## config.mk

```make
export PLATFORM = sky130hd
export DESIGN_NAME = mips_mc_control
export DESIGN_NICKNAME = d
export VERILOG_FILES = /design/src/rtl/mips_mc_control.sv
export SDC_FILE = /design/constraint.sdc
export NUM_CORES = 1
export LEC_CHECK = 0
export CORE_AREA = 2 2 43 45
export CTS_CLUSTER_SIZE = 12
export DETAILED_ROUTE_END_ITERATION = 12
export DIE_AREA = 0 0 45 47
export PLACE_DENSITY = 0.76
export SLEW_MARGIN = 25
export SYNTH_ARGS = -nofsm -noshare
export SYNTH_HDL_FRONTEND = slang
export SYNTH_SLANG_ARGS = --single-unit
export TNS_END_PERCENT = 30
```

## constraint.sdc

```tcl
create_clock -name clk -period 1.6 [get_ports clk]
set_input_delay 0.32 -clock clk [delete_from_list [all_inputs] [get_ports clk]]
set_output_delay 0.32 -clock clk [all_outputs]
set_load 0.05 [all_outputs]
```

## src/rtl/mips_mc_control.sv

```systemverilog
// mips_mc_control
// ----------------
// Moore-style main control FSM for a multicycle MIPS datapath. One state per
// instruction step; the outputs are a combinational decode of the current
// state, and mem_ready qualifies the memory states.
//
// Ports:
//   clk         rising-edge system clock
//   reset       synchronous, active-high; returns to FETCH and forces all
//               write/request enables low while asserted
//   opcode      IR[31:26]
//   mem_ready   memory completes the current read/write this cycle
//   pc_write    unconditional PC load enable
//   branch      conditional PC load (the datapath ANDs it with ALU zero)
//   ir_write    IR load enable
//   reg_write   register file write enable
//   mem_read    memory read request
//   mem_write   memory write request
//   iord        memory address select: 0 = PC, 1 = ALUOut
//   reg_dst     write register select: 0 = rt, 1 = rd
//   mem_to_reg  write data select: 0 = ALUOut, 1 = MDR
//   alu_src_a   ALU A select: 0 = PC, 1 = A
//   alu_src_b   ALU B select: 00 B, 01 4, 10 signext imm, 11 signext imm<<2
//   alu_op      00 add, 01 sub, 10 funct decode
//   pc_src      00 ALU result, 01 ALUOut, 10 jump target
//   instr_done  one-cycle pulse in the last state of each instruction
//   illegal_op  one-cycle pulse in DECODE for an unsupported opcode
//   state       current state code (debug)
//
// Handshake: a memory request (mem_read or mem_write) is held every cycle
// until the cycle in which mem_ready is sampled high; that cycle completes the
// transfer and the FSM advances on the following clock edge.

module mips_mc_control #(
    parameter int USE_MEM_READY = 1,
    parameter int STATE_W       = 4
) (
    input  logic               clk,
    input  logic               reset,
    input  logic [5:0]         opcode,
    input  logic               mem_ready,
    output logic               pc_write,
    output logic               branch,
    output logic               ir_write,
    output logic               reg_write,
    output logic               mem_read,
    output logic               mem_write,
    output logic               iord,
    output logic               reg_dst,
    output logic               mem_to_reg,
    output logic               alu_src_a,
    output logic [1:0]         alu_src_b,
    output logic [1:0]         alu_op,
    output logic [1:0]         pc_src,
    output logic               instr_done,
    output logic               illegal_op,
    output logic [STATE_W-1:0] state
);

    typedef enum logic [3:0] {
        S_FETCH  = 4'd0,
        S_DECODE = 4'd1,
        S_MEMADR = 4'd2,
        S_MEMRD  = 4'd3,
        S_MEMWB  = 4'd4,
        S_MEMWR  = 4'd5,
        S_EXEC   = 4'd6,
        S_ALUWB  = 4'd7,
        S_BRANCH = 4'd8,
        S_ADDIEX = 4'd9,
        S_ADDIWB = 4'd10,
        S_JUMP   = 4'd11
    } state_t;

    localparam logic [5:0] OP_RTYPE = 6'b000000;
    localparam logic [5:0] OP_J     = 6'b000010;
    localparam logic [5:0] OP_BEQ   = 6'b000100;
    localparam logic [5:0] OP_ADDI  = 6'b001000;
    localparam logic [5:0] OP_LW    = 6'b100011;
    localparam logic [5:0] OP_SW    = 6'b101011;

    state_t r_state;
    state_t w_next;
    logic   w_ready;

    // With the handshake disabled every memory access completes in one cycle.
    assign w_ready = (USE_MEM_READY != 0) ? mem_ready : 1'b1;

    assign state = STATE_W'(r_state);

    always_ff @(posedge clk) begin
        if (reset) begin
            r_state <= S_FETCH;
        end else begin
            r_state <= w_next;
        end
    end

    always_comb begin
        w_next     = r_state;
        pc_write   = 1'b0;
        branch     = 1'b0;
        ir_write   = 1'b0;
        reg_write  = 1'b0;
        mem_read   = 1'b0;
        mem_write  = 1'b0;
        iord       = 1'b0;
        reg_dst    = 1'b0;
        mem_to_reg = 1'b0;
        alu_src_a  = 1'b0;
        alu_src_b  = 2'b00;
        alu_op     = 2'b00;
        pc_src     = 2'b00;
        instr_done = 1'b0;
        illegal_op = 1'b0;

        case (r_state)
            S_FETCH: begin
                // PC+4 is computed alongside the read; IR and PC load only
                // in the cycle the instruction word actually arrives.
                mem_read  = 1'b1;
                alu_src_b = 2'b01;
                ir_write  = w_ready;
                pc_write  = w_ready;
                if (w_ready) begin
                    w_next = S_DECODE;
                end
            end
            S_DECODE: begin
                // Precompute the branch target while the opcode is decoded.
                alu_src_b = 2'b11;
                case (opcode)
                    OP_LW, OP_SW: w_next = S_MEMADR;
                    OP_RTYPE:     w_next = S_EXEC;
                    OP_BEQ:       w_next = S_BRANCH;
                    OP_ADDI:      w_next = S_ADDIEX;
                    OP_J:         w_next = S_JUMP;
                    default: begin
                        illegal_op = 1'b1;
                        instr_done = 1'b1;
                        w_next     = S_FETCH;
                    end
                endcase
            end
            S_MEMADR: begin
                alu_src_a = 1'b1;
                alu_src_b = 2'b10;
                if (opcode == OP_LW) begin
                    w_next = S_MEMRD;
                end else if (opcode == OP_SW) begin
                    w_next = S_MEMWR;
                end else begin
                    // The IR cannot change here; this only guards a corrupt opcode.
                    w_next = S_FETCH;
                end
            end
            S_MEMRD: begin
                mem_read = 1'b1;
                iord     = 1'b1;
                if (w_ready) begin
                    w_next = S_MEMWB;
                end
            end
            S_MEMWB: begin
                reg_write  = 1'b1;
                mem_to_reg = 1'b1;
                instr_done = 1'b1;
                w_next     = S_FETCH;
            end
            S_MEMWR: begin
                mem_write = 1'b1;
                iord      = 1'b1;
                if (w_ready) begin
                    instr_done = 1'b1;
                    w_next     = S_FETCH;
                end
            end
            S_EXEC: begin
                alu_src_a = 1'b1;
                alu_op    = 2'b10;
                w_next    = S_ALUWB;
            end
            S_ALUWB: begin
                reg_write  = 1'b1;
                reg_dst    = 1'b1;
                instr_done = 1'b1;
                w_next     = S_FETCH;
            end
            S_BRANCH: begin
                alu_src_a  = 1'b1;
                alu_op     = 2'b01;
                pc_src     = 2'b01;
                branch     = 1'b1;
                instr_done = 1'b1;
                w_next     = S_FETCH;
            end
            S_ADDIEX: begin
                alu_src_a = 1'b1;
                alu_src_b = 2'b10;
                w_next    = S_ADDIWB;
            end
            S_ADDIWB: begin
                reg_write  = 1'b1;
                instr_done = 1'b1;
                w_next     = S_FETCH;
            end
            S_JUMP: begin
                pc_write   = 1'b1;
                pc_src     = 2'b10;
                instr_done = 1'b1;
                w_next     = S_FETCH;
            end
            default: begin
                // Codes 12-15 are unreachable; recover with everything idle.
                w_next = S_FETCH;
            end
        endcase

        // Reset overrides the decode so nothing is written or requested
        // while it is held, including in the cycle it is first asserted.
        if (reset) begin
            pc_write   = 1'b0;
            branch     = 1'b0;
            ir_write   = 1'b0;
            reg_write  = 1'b0;
            mem_read   = 1'b0;
            mem_write  = 1'b0;
            instr_done = 1'b0;
            illegal_op = 1'b0;
        end
    end

endmodule

```

==> flow_summary.yaml, run 1 <==
clocking:
  clockBufferDepth: 2
  clkSinkCount: 4
  htree_levels: 1
  cts-resized-gates: 69
  cts_made_buffers: 3
  hold_buffers: 0
  root_buffer: "clkbuf_4"
  cts_setup_buffers: 16
logic_synthesis:
  synthSimpleGateAreaFrac: 0.429
  synth_cell_types: 38
  synth_area_um2: 603
  synth_top_family_by_area: "simple AND/OR/NAND/NOR gates"
  synth_compound_area_frac: 0.263
  ys_seq_area_frac: 0.133
  ys_seq_elements: 4
  synth_nets: 98
  synthCells: 89
  synth_edf_count: 0
  yosys.area_share.adder: 0
  synthArstFlopShare: 0
  synth_area_per_cell_um2: 6.78
  synthMuxAreaShare: 0.0373
  synth_xor_area_frac: 0.0436
  synth_ff_type: "dfxtp_1"
  ys_warn_count: 0
placed_design:
  dp_hpwl_um: 2530
  gp_congestion: 0.951
  portBuffers: 30
die:
  die_y_um: 47
  die_w_um: 45
  core.rowCount: 15
  ioPinCount: 31
  start_util: 0.365
status:
  stop_stage: "clock tree synthesis (4_1_cts)"
  tool.error: "[ERROR DPL-0038] Utilization greater than 100%, impossible to legalize"
  status: "did not finish"
==> Yosys cell counts (2+ instances only) <==
| cell type | number | area share |
|---|---|---|
| a21oi_1 | 6 | 0.050 |
| a31oi_1 | 2 | 0.021 |
| a32oi_1 | 2 | 0.029 |
| buf_2 | 3 | 0.025 |
| buf_4 | 2 | 0.025 |
| clkbuf_1 | 2 | 0.012 |
| dfxtp_1 | 4 | 0.13 |
| inv_1 | 2 | 0.012 |
| mux2_2 | 2 | 0.037 |
| nand2_1 | 4 | 0.025 |
| nand2b_1 | 3 | 0.031 |
| nor2_1 | 9 | 0.056 |
| nor2b_1 | 3 | 0.031 |
| nor3_1 | 13 | 0.11 |
| nor4_1 | 2 | 0.021 |
| o21ai_0 | 6 | 0.050 |
| o22ai_1 | 2 | 0.021 |
| xor2_1 | 2 | 0.029 |
==> cells by family after synthesis <==
| kind of cell | after synthesis |
|---|---|
| AND/OR/NAND/NOR | 45 |
| AO/OA/AOI/OAI | 25 |
| buffers and inverters | 10 |
| flip-flops | 4 |
| XOR/XNOR | 3 |
| multiplexers | 2 |
==> stage by stage <==
| step | setup WS [ns] | setup TNS (ns) | hold slack [ns] | instance area (µm²) | std cells |
|---|---|---|---|---|---|
| 3_5_place_dp | -0.661 | -3.95 | 0.676 | 1480 | 161 |
| 3_3_place_gp | -0.565 | -3.08 | 0.651 | 1480 | 161 |
| 2_1_floorplan | -0.296 | -1.78 | 0.559 | 790 | 89 |
==> inputs of run 2 (changes only) <==
CORE_AREA = 2 2 63 65   (was 2 2 43 45)
CTS_CLUSTER_SIZE = unset   (was 12)
DIE_AREA = 0 0 65 67   (was 0 0 45 47)
PLACE_DENSITY = unset   (was 0.76)
PLACE_DENSITY_LB_ADDON = 0.15   (was unset)
==> flow_summary.yaml, run 2 <==
worst_setup_path:
  cp-end-kind: "primary output"
  critPathMostFrequentCell: "buf_8"
  critical-path-top-delay-family: "compound AO/OA/AOI/OAI gates"
  cp.required_ns: 1.28
  critPathSlowestCell: "o311a_4"
  path_cells: "buf_8 -> nor4_4 -> nor2_1 -> o311a_4 -> a21o_4 -> buf_8"
  worstSetupPathType: "in -> out"
  start_kind: "input port"
  cp_slowest_stage_delay_ns: 0.36
  arrival_ns: 1.48
  path_max_fanout: 3
  crit_buf_inv: 2
status:
  status: "finished, violations left"
  violations: "negative setup slack"
timing:
  rsz0062_at_grt: "true"
  finalSetupTns_ns: -0.849
  slew_violations: 0
  final.setup.worst_slack_ns: -0.199
  tightest_slew_ns: 0.310
  finalCritPeriodShare: 1.12
  slew_headroom: 0.793
  setup_viol: 12
  fmax_mhz: 556
  final_hold_viol_count: 0
  period_minus_slack_ns: 1.80
  clock_skew_ns: 0.00408
layout:
  stdcell_count: 205
  register_area_um2: 95.1
  fin_util: 0.489
  fin_nets: 168
  layout_common_cells: "buf_4 (39), buf_12 (21), nor3_4 (6), nor3_1 (6)"
  fillCellCount: 328
  syn2layout_area_growth_pct: 192
  largest_register_ffs: 4
  diodes: 0
  final_common_cell: "buf_4"
  multiInputGateArea_um2: 713
  layout-drive-gt1-share: 0.726
power:
  power.total_uw: 678
  powerDensity_nw_per_um2: 385
  power.leakage_uw: 0.000681
  irDropWorstVdd_mv: 0.200
routing:
  via_per_inst: 4.74
  drcViolationCount: 0
  ant_nets: 0
  routed_wl_um: 2890
  wire_per_inst_um: 14.1
  drt_iter0_drc: 25
  via_count: 971
  first_pass_iters: 4
logic_synthesis:
  ys_warn_count: 0
  synth_area_leaders: "dfxtp_1 (13%), nor3_1 (11%), nor2_1 (5.6%)"
  synth_area_per_cell_um2: 6.78
  synth_area_um2: 603
  synth_edf_count: 0
  synth_nets: 98
  ys_seq_area_frac: 0.133
  synth.top_cell.area_share: 0.133
  synth_ff_type: "dfxtp_1"
  yosysTopAreaCell: "dfxtp_1"
  synthCells: 89
  synth_cell_types: 38
  ys_seq_elements: 4
  synthArstFlopShare: 0
  synth_common_cells: "nor3_1 (13), nor2_1 (9), a21oi_1 (6), o21ai_0 (6)"
  yosysMostFrequentCell: "nor3_1"
clocking:
  htree_levels: 1
  clockBufferDepth: 2
  root_buffer: "clkbuf_8"
  clkSinkCount: 4
  cts_made_buffers: 3
  clk_latency_ns: 0.22
  tritoncts: "done"
  path_clk_slew_ns: 0.03
  hold_buffers: 0
die:
  die_y_um: 67
  start_util: 0.167
  core.rowCount: 22
  core_area_um2: 3610
  die_w_um: 65
  ioPinCount: 31
  dieArea_um2: 4360
worst_hold_path:
  min_path_type: "in -> reg"
placed_design:
  gp_congestion: 0.922
  portBuffers: 30
  dp_hpwl_um: 2060
  dpl.cell_count: 192
global_routing:
  grt_overflow: 0
  grt_max_degree: 10
  antenna_found_initial: 0
  track_usage: 0.143
  grt_pass1_wl_um: 4840
  grt_pass1_vias: 986
job:
  maxCapViolations: 0
-- run 2: report_power, final --
part	leakage, µW	internal [µW]	total, µW	switching [µW]
Sequential	0.0000355	99.0	108	9.19
Combinational	0.000624	177	349	172
Clock	0.0000216	161	220	59.4
-- run 2: worst min-delay path, cell delays in order --
cell	delay (ns)
clkbuf_2	0.17
buf_4	0.21
nor3_2	0.07
-- run 2: path summary, 6_finish.rpt --
kind	from	end	slack, ns	depth (start not counted)
max reg2reg	state[2]$_SDFFE_PP0P_	state[1]$_SDFFE_PP0P_	0.04	6
min reg2reg	state[0]$_SDFFE_PP0P_	state[3]$_SDFFE_PP0P_	0.71	3
min	reset	state[2]$_SDFFE_PP0P_	0.59	3
max	opcode[5]	instr_done	-0.20	6
-- run 2: layer usage --
layer / up-vias / wire, µm / global-route usage
li1: 473 / - / -
met1: 463 / 1160 / 0.160
met2: 28 / 1570 / 0.274
met3: 7 / 98 / 0.0152
met4: 0 / 62 / 0.0585
met5: - / 0 / 0
-- run 2: final cells by class --
type                       instances  share of cell area
clock buffer                       3              0.0234
inverter                           2             0.00426
multi-input combinational         75               0.405
sequential                         4              0.0540
tap                               48              0.0341
timing repair buffer              73               0.479
-- run 2: per-stage QoR --
step | setup slack [ns] | hold slack, ns | cell area [µm²]
2_1_floorplan | -0.296 | 0.559 | 790
3_3_place_gp | -0.600 | 0.618 | 1520
3_5_place_dp | -0.622 | 0.619 | 1520
4_1_cts | -0.196 | 0.617 | 1730
5_1_grt | -0.211 | 0.595 | 1760
6_report | -0.199 | 0.592 | 1760
-- run 2: cell families after synthesis --
kind of cell	share of synthesized area
mux	0.0373
buf+inv	0.0934
compound gates	0.263
xor+xnor	0.0436
flops	0.133
simple gates	0.429
-- run 2: what timing repair did --
action / in CTS / in global routing
endpoints found under the setup margin: 20 / 18
buffers inserted: 9 / 2
resized for setup: 50 / 12
gates cloned: 0 / 0
pin swaps: 18 / 7
Note: power is estimated with default switching activity, not from simulation.
